`config.mk`:
```
export PLATFORM = sky130hd
export DESIGN_NAME = pipeline_hazard_ctrl_flat
export DESIGN_NICKNAME = d
export VERILOG_FILES = /design/src/rtl/pipeline_hazard_ctrl_if.sv /design/src/rtl/pipeline_hazard_ctrl.sv /design/src/flat_wrapper.sv
export SDC_FILE = /design/constraint.sdc
export NUM_CORES = 1
export LEC_CHECK = 0
export CAP_MARGIN = 40
export CORE_AREA = 2 2 39 41
export DETAILED_ROUTE_END_ITERATION = 16
export DIE_AREA = 0 0 41 43
export PLACE_DENSITY = 0.77
export SETUP_SLACK_MARGIN = 0.4
export SLEW_MARGIN = 5
export SYNTH_ARGS = -nofsm -noshare
export SYNTH_HDL_FRONTEND = slang
export SYNTH_SLANG_ARGS = --single-unit
```
`constraint.sdc`:
```
create_clock -name clk -period 4.1 [get_ports clk]
set_clock_uncertainty 0.15 [all_clocks]
set_input_delay 1.23 -clock clk [delete_from_list [all_inputs] [get_ports clk]]
set_output_delay 1.23 -clock clk [all_outputs]
set_load 0.02 [all_outputs]
```
`src/rtl/pipeline_hazard_ctrl_if.sv`:
```
// Hazard-control bundle: ID/EX hazard inputs toward the sequencer and the
// pipeline-register enables / bubbles coming back from it.
interface pipeline_hazard_ctrl_if;
  localparam int unsigned REG_W = 5;

  logic [REG_W-1:0] id_rn;
  logic [REG_W-1:0] id_rm;
  logic             id_use_rn;
  logic             id_use_rm;
  logic             ex_memread;
  logic [REG_W-1:0] ex_rd;
  logic             ex_mul;
  logic             br_taken;

  logic pc_write;
  logic ifid_write;
  logic ifid_flush;
  logic idex_write;
  logic idex_bubble;
  logic exmem_bubble;
  logic mul_busy;

  modport master (
    output id_rn, id_rm, id_use_rn, id_use_rm, ex_memread, ex_rd, ex_mul, br_taken,
    input  pc_write, ifid_write, ifid_flush, idex_write, idex_bubble, exmem_bubble, mul_busy
  );

  modport slave (
    input  id_rn, id_rm, id_use_rn, id_use_rm, ex_memread, ex_rd, ex_mul, br_taken,
    output pc_write, ifid_write, ifid_flush, idex_write, idex_bubble, exmem_bubble, mul_busy
  );
endinterface

```
`src/rtl/pipeline_hazard_ctrl.sv`:
```
// Stall/flush sequencer for the 5-stage pipeline: load-use stall, multi-cycle MUL hold, taken-branch squash.
// Optional PIPE_CTRL_PERF_EN adds a saturating stall_cnt port counting cycles with pc_write low.
module pipeline_hazard_ctrl #(
  parameter int unsigned MUL_CYCLES = 4
) (
  input  logic                    clk,
  input  logic                    reset,
  pipeline_hazard_ctrl_if.slave   hz
`ifdef PIPE_CTRL_PERF_EN
  ,
  output logic [31:0]             stall_cnt
`endif
);

  localparam int unsigned REG_W  = 5;
  localparam int unsigned CNT_W  = 4;
  localparam int unsigned PERF_W = 32;
  localparam logic [REG_W-1:0] XZR = REG_W'(31);
  localparam bit MUL_STALL_EN = (MUL_CYCLES > 1);
  // MUL_CYCLES==1 never loads the counter; guard keeps the subtraction from wrapping.
  localparam logic [CNT_W-1:0] CNT_LOAD = MUL_STALL_EN ? CNT_W'(MUL_CYCLES - 2) : CNT_W'(0);

  typedef enum logic {
    RUN  = 1'b0,
    MULW = 1'b1
  } state_t;

  state_t           state, state_nxt;
  logic [CNT_W-1:0] cnt, cnt_nxt;

  logic load_use;
  logic mul_start;
  logic pc_write_c;
  logic ifid_write_c;
  logic ifid_flush_c;
  logic idex_write_c;
  logic idex_bubble_c;
  logic exmem_bubble_c;
  logic mul_busy_c;

  // XZR as a load destination never produces a value anyone waits for.
  always_comb begin
    load_use = hz.ex_memread && (hz.ex_rd != XZR) &&
               ((hz.id_use_rn && (hz.id_rn == hz.ex_rd)) ||
                (hz.id_use_rm && (hz.id_rm == hz.ex_rd)));
    mul_start = MUL_STALL_EN && hz.ex_mul;
  end

  always_ff @(posedge clk or posedge reset) begin
    if (reset) begin
      state <= RUN;
      cnt   <= '0;
    end else begin
      state <= state_nxt;
      cnt   <= cnt_nxt;
    end
  end

  always_comb begin
    state_nxt      = state;
    cnt_nxt        = cnt;
    pc_write_c     = 1'b1;
    ifid_write_c   = 1'b1;
    ifid_flush_c   = 1'b0;
    idex_write_c   = 1'b1;
    idex_bubble_c  = 1'b0;
    exmem_bubble_c = 1'b0;
    mul_busy_c     = 1'b0;

    if (reset) begin
      // Hold fetch and drain every stage with NOPs while reset is asserted.
      state_nxt      = RUN;
      cnt_nxt        = '0;
      pc_write_c     = 1'b0;
      ifid_write_c   = 1'b0;
      ifid_flush_c   = 1'b1;
      idex_write_c   = 1'b1;
      idex_bubble_c  = 1'b1;
      exmem_bubble_c = 1'b1;
      mul_busy_c     = 1'b0;
    end else begin
      unique case (state)
        RUN: begin
          if (hz.br_taken) begin
            // Squash the two wrong-path instructions in IF/ID and ID/EX.
            ifid_flush_c  = 1'b1;
            idex_bubble_c = 1'b1;
          end else if (mul_start) begin
            state_nxt      = MULW;
            cnt_nxt        = CNT_LOAD;
            pc_write_c     = 1'b0;
            ifid_write_c   = 1'b0;
            idex_write_c   = 1'b0;
            exmem_bubble_c = 1'b1;
            mul_busy_c     = 1'b1;
          end else if (load_use) begin
            pc_write_c    = 1'b0;
            ifid_write_c  = 1'b0;
            idex_bubble_c = 1'b1;
          end
        end

        MULW: begin
          // MUL owns EX here, so branch and load-use inputs cannot be valid.
          pc_write_c     = 1'b0;
          ifid_write_c   = 1'b0;
          idex_write_c   = 1'b0;
          exmem_bubble_c = 1'b1;
          mul_busy_c     = 1'b1;
          if (cnt == '0) begin
            state_nxt = RUN;
          end else begin
            cnt_nxt = cnt - CNT_W'(1);
          end
        end

        default: begin
          state_nxt = RUN;
          cnt_nxt   = '0;
        end
      endcase
    end
  end

  always_comb begin
    hz.pc_write     = pc_write_c;
    hz.ifid_write   = ifid_write_c;
    hz.ifid_flush   = ifid_flush_c;
    hz.idex_write   = idex_write_c;
    hz.idex_bubble  = idex_bubble_c;
    hz.exmem_bubble = exmem_bubble_c;
    hz.mul_busy     = mul_busy_c;
  end

`ifdef PIPE_CTRL_PERF_EN
  // Saturating count of cycles in which fetch was held.
  always_ff @(posedge clk or posedge reset) begin
    if (reset) begin
      stall_cnt <= '0;
    end else if (!pc_write_c && (stall_cnt != {PERF_W{1'b1}})) begin
      stall_cnt <= stall_cnt + PERF_W'(1);
    end
  end
`endif

endmodule
```
`src/flat_wrapper.sv`:
```
// flat-port wrapper written by rule: the top's interface ports become plain ports
module pipeline_hazard_ctrl_flat 
#(
  parameter int unsigned MUL_CYCLES = 4
)
  (clk, reset, hz_id_rn, hz_id_rm, hz_id_use_rn, hz_id_use_rm, hz_ex_memread, hz_ex_rd, hz_ex_mul, hz_br_taken, hz_pc_write, hz_ifid_write, hz_ifid_flush, hz_idex_write, hz_idex_bubble, hz_exmem_bubble, hz_mul_busy);
  pipeline_hazard_ctrl_if hz_i ();
  input  logic clk;
  input  logic reset;
  input wire logic [$bits(hz_i.id_rn)-1:0] hz_id_rn;
  input wire logic [$bits(hz_i.id_rm)-1:0] hz_id_rm;
  input wire logic [$bits(hz_i.id_use_rn)-1:0] hz_id_use_rn;
  input wire logic [$bits(hz_i.id_use_rm)-1:0] hz_id_use_rm;
  input wire logic [$bits(hz_i.ex_memread)-1:0] hz_ex_memread;
  input wire logic [$bits(hz_i.ex_rd)-1:0] hz_ex_rd;
  input wire logic [$bits(hz_i.ex_mul)-1:0] hz_ex_mul;
  input wire logic [$bits(hz_i.br_taken)-1:0] hz_br_taken;
  output wire logic [$bits(hz_i.pc_write)-1:0] hz_pc_write;
  output wire logic [$bits(hz_i.ifid_write)-1:0] hz_ifid_write;
  output wire logic [$bits(hz_i.ifid_flush)-1:0] hz_ifid_flush;
  output wire logic [$bits(hz_i.idex_write)-1:0] hz_idex_write;
  output wire logic [$bits(hz_i.idex_bubble)-1:0] hz_idex_bubble;
  output wire logic [$bits(hz_i.exmem_bubble)-1:0] hz_exmem_bubble;
  output wire logic [$bits(hz_i.mul_busy)-1:0] hz_mul_busy;
  assign hz_i.id_rn = hz_id_rn;
  assign hz_i.id_rm = hz_id_rm;
  assign hz_i.id_use_rn = hz_id_use_rn;
  assign hz_i.id_use_rm = hz_id_use_rm;
  assign hz_i.ex_memread = hz_ex_memread;
  assign hz_i.ex_rd = hz_ex_rd;
  assign hz_i.ex_mul = hz_ex_mul;
  assign hz_i.br_taken = hz_br_taken;
  assign hz_pc_write = hz_i.pc_write;
  assign hz_ifid_write = hz_i.ifid_write;
  assign hz_ifid_flush = hz_i.ifid_flush;
  assign hz_idex_write = hz_i.idex_write;
  assign hz_idex_bubble = hz_i.idex_bubble;
  assign hz_exmem_bubble = hz_i.exmem_bubble;
  assign hz_mul_busy = hz_i.mul_busy;
  pipeline_hazard_ctrl #(.MUL_CYCLES(MUL_CYCLES)) u_core (.clk(clk), .reset(reset), .hz(hz_i));
endmodule
```
==> results.yml <==
sta:
  slew_viol_final: 0
  setup_viol: 0
  finalHoldViolations: 0
  timing.fmax_mhz: 261
  tns_ns: 0
  setup_ws_ns: 0.268
  min_period_ns: 3.83
  fin_crit_sh: 0.935
  worst_pin_slew_ns: 0.369
  rsz0062_at_grt: "yes"
  slew_headroom: 0.753
final_layout:
  fin_area_sq_um: 876
  multi_input_area_sq_um: 368
  antenna_cells: 0
  drive_gt1_frac: 0.426
  num-fill-cells: 124
  seqCellArea_sq_um: 125
  final_util: 0.633
  syn_to_final_growth_pct: 89.2
  layout.nets: 119
clock_tree:
  cts_tree: "done"
  cts-root-buf: "clkbuf_4"
  clk_pin_slew_ns: 0.04
  numClockSinks: 5
  clock_path_buffers: 2
  htree_levels: 1
  clk_latency_ns: 0.25
  cts_buffers: 3
route:
  wl_per_cell_um: 13.3
  routed_wirelength_um: 1460
  drtAntennaViolNets: 0
  via_per_inst: 4.85
  drt_iter0_markers: 2
  via_count: 533
  drt_pass1_iterations: 2
  drc: 0
setup_path:
  worst-setup-path-type: "in -> out"
  crit_cells: 6
  cpLargestDelayFamily: "compound AO/OA/AOI/OAI gates"
  worstSetupStartpointType: "primary input"
  critPathMaxFanout: 2
  endpoint_kind: "output port"
  max_stage_delay_ns: 0.36
  worstPathCellList: "buf_8, xor2_2, nor4_2, a32oi_2, o311a_1, buf_6"
  r2r_cells: 6
  crit_arrival_ns: 2.45
  cp.required_ns: 2.72
  path_buf_inv: 2
  cpMaxStageDelayCell: "o311a_1"
global_routing:
  grt_max_degree: 9
  antenna_found_initial: 0
  track_usage: 0.192
  grt_overflow_total: 0
  grt_pass1_vias: 568
  grt_pass1_wl_um: 2220
yosys:
  synth_edf_count: 0
  synth_area_per_cell_sq_um: 8.57
  synth-seq-cells: 5
  synthTopCellsByArea: "dfrtp_1 27%, xor2_1 17%, ha_1 5.4%"
  synth_flop_cell: "dfrtp_1"
  synth.net_count: 78
  synth_cell_types: 26
  post-synth-top-count-cell: "xor2_1"
  synth_area_sq_um: 463
  netlist_instances: 54
  ys_async_sr_fraction: 1.00
  synth-seq-area-share: 0.270
  synth_warnings: 0
  synth.largest_area_cell: "dfrtp_1"
  yosysTopAreaCellShare: 0.270
  ys_top_cells_by_count: "9 x xor2_1, 5 x dfrtp_1, 5 x inv_1"
floorplanning:
  placementRows: 14
  coreArea_sq_um: 1380
  design.die.area_sq_um: 1760
  fp.dieW_um: 41
  ios: 29
  initial_core_util: 0.335
  die_h_um: 43
placed_design:
  gp_congestion: 0.727
  io_buffers: 28
  dp_slack_ns: -0.582
  place_area_sq_um: 817
  dpl.hpwl_um: 1140
hold_path:
  hold_depth: 1
  hp-class: "reg -> reg"
pwr:
  p_leak_nw: 0.424
  ir_worst_vdd_mv: 0.113
  power.density_nw_per_um2: 261
run:
  maxCapViolations: 0
status:
  status: "completed"
[what timing repair did]
action / CTS / global route
pin swaps: 14 / 9
gates resized for setup: 81 / 15
setup endpoints to repair: 7 / 7
hold buffers: 0 / 0
setup buffers: 0 / 2
[state kept, by name, summed over array words and instances (netlist names)]
| name | flops |
|---|---|
| u_core.cnt | 4 |
| u_core.state | 1 |
[cells by family (layout without fill, tap and decap cells)]
group / Yosys count / count (layout) / share of synthesized area
AND/OR/NAND/NOR: 18 / 18 / 0.232
AO/OA/AOI/OAI: 12 / 12 / 0.178
XOR/XNOR: 11 / 11 / 0.208
buffers and inverters: 6 / 46 / 0.0568
flip-flops: 5 / 5 / 0.270
adder cells (fa/ha/maj): 2 / 2 / 0.0540
[area by class of cell]
cell class	instances	share of cell area
Timing Repair Buffer	37	0.363
Inverter	5	0.0214
Clock buffer	4	0.0300
Multi-Input combinational cell	43	0.420
Tap cell	16	0.0229
Sequential cell	5	0.143
[power by group]
| group | total, mW | internal [mW] | switching [mW] | leakage [nW] |
|---|---|---|---|---|
| clock network | 0.0596 | 0.0369 | 0.0227 | 0.0150 |
| logic | 0.101 | 0.0534 | 0.0476 | 0.343 |
| registers | 0.0680 | 0.0583 | 0.00976 | 0.0666 |
[through the flow]
step	std cells	hold slack, ns	total power [mW]
after floorplan	54	0.316	0.119
after global placement	104	0.359	0.166
final	110	0.381	0.229
after CTS	108	0.388	0.226
after global routing	110	0.418	0.245
after detailed placement	104	0.384	0.169
[metal layers]
layer  share of wire  global-route usage  vias up
li1                -                   -      266
met1            0.34               0.172      232
met2            0.53               0.341       31
met3            0.10              0.0576        4
met4           0.024               0.120        0
met5               0                   0        -
[cells in the final DEF, fill, tap and decap left out, types with 2 or more instances in the layout]
cell type	n
nor2_1	3
dfrtp_1	5
buf_6	5
nand2_1	3
clkbuf_4	3
inv_1	4
xor2_2	2
dlymetal6s2s_1	2
nor4_2	2
ha_1	2
clkdlybuf4s50_1	3
buf_2	7
a21oi_1	3
dlygate4sd2_1	3
clkdlybuf4s15_1	3
xor2_1	7
xnor2_1	2
buf_4	9
nor3b_1	2
clkdlybuf4s15_2	2
clkbuf_2	2
[path summary, 6_finish.rpt]
path                            slack [ns]                       from                        end
min in group asynchronous             0.89                      reset  u_core.cnt[1]$_DFFE_PP0P_
max in group asynchronous             2.79                      reset  u_core.cnt[2]$_DFFE_PP0P_
worst max-delay path                  0.27                hz_id_rn[1]              hz_ifid_write
worst min-delay path                  0.38  u_core.cnt[2]$_DFFE_PP0P_  u_core.cnt[2]$_DFFE_PP0P_
worst min register to register        0.38  u_core.cnt[2]$_DFFE_PP0P_  u_core.cnt[2]$_DFFE_PP0P_
worst max register to register        2.35  u_core.cnt[0]$_DFFE_PP0P_  u_core.cnt[2]$_DFFE_PP0P_
No activity file was read; power rests on OpenSTA's default activity.
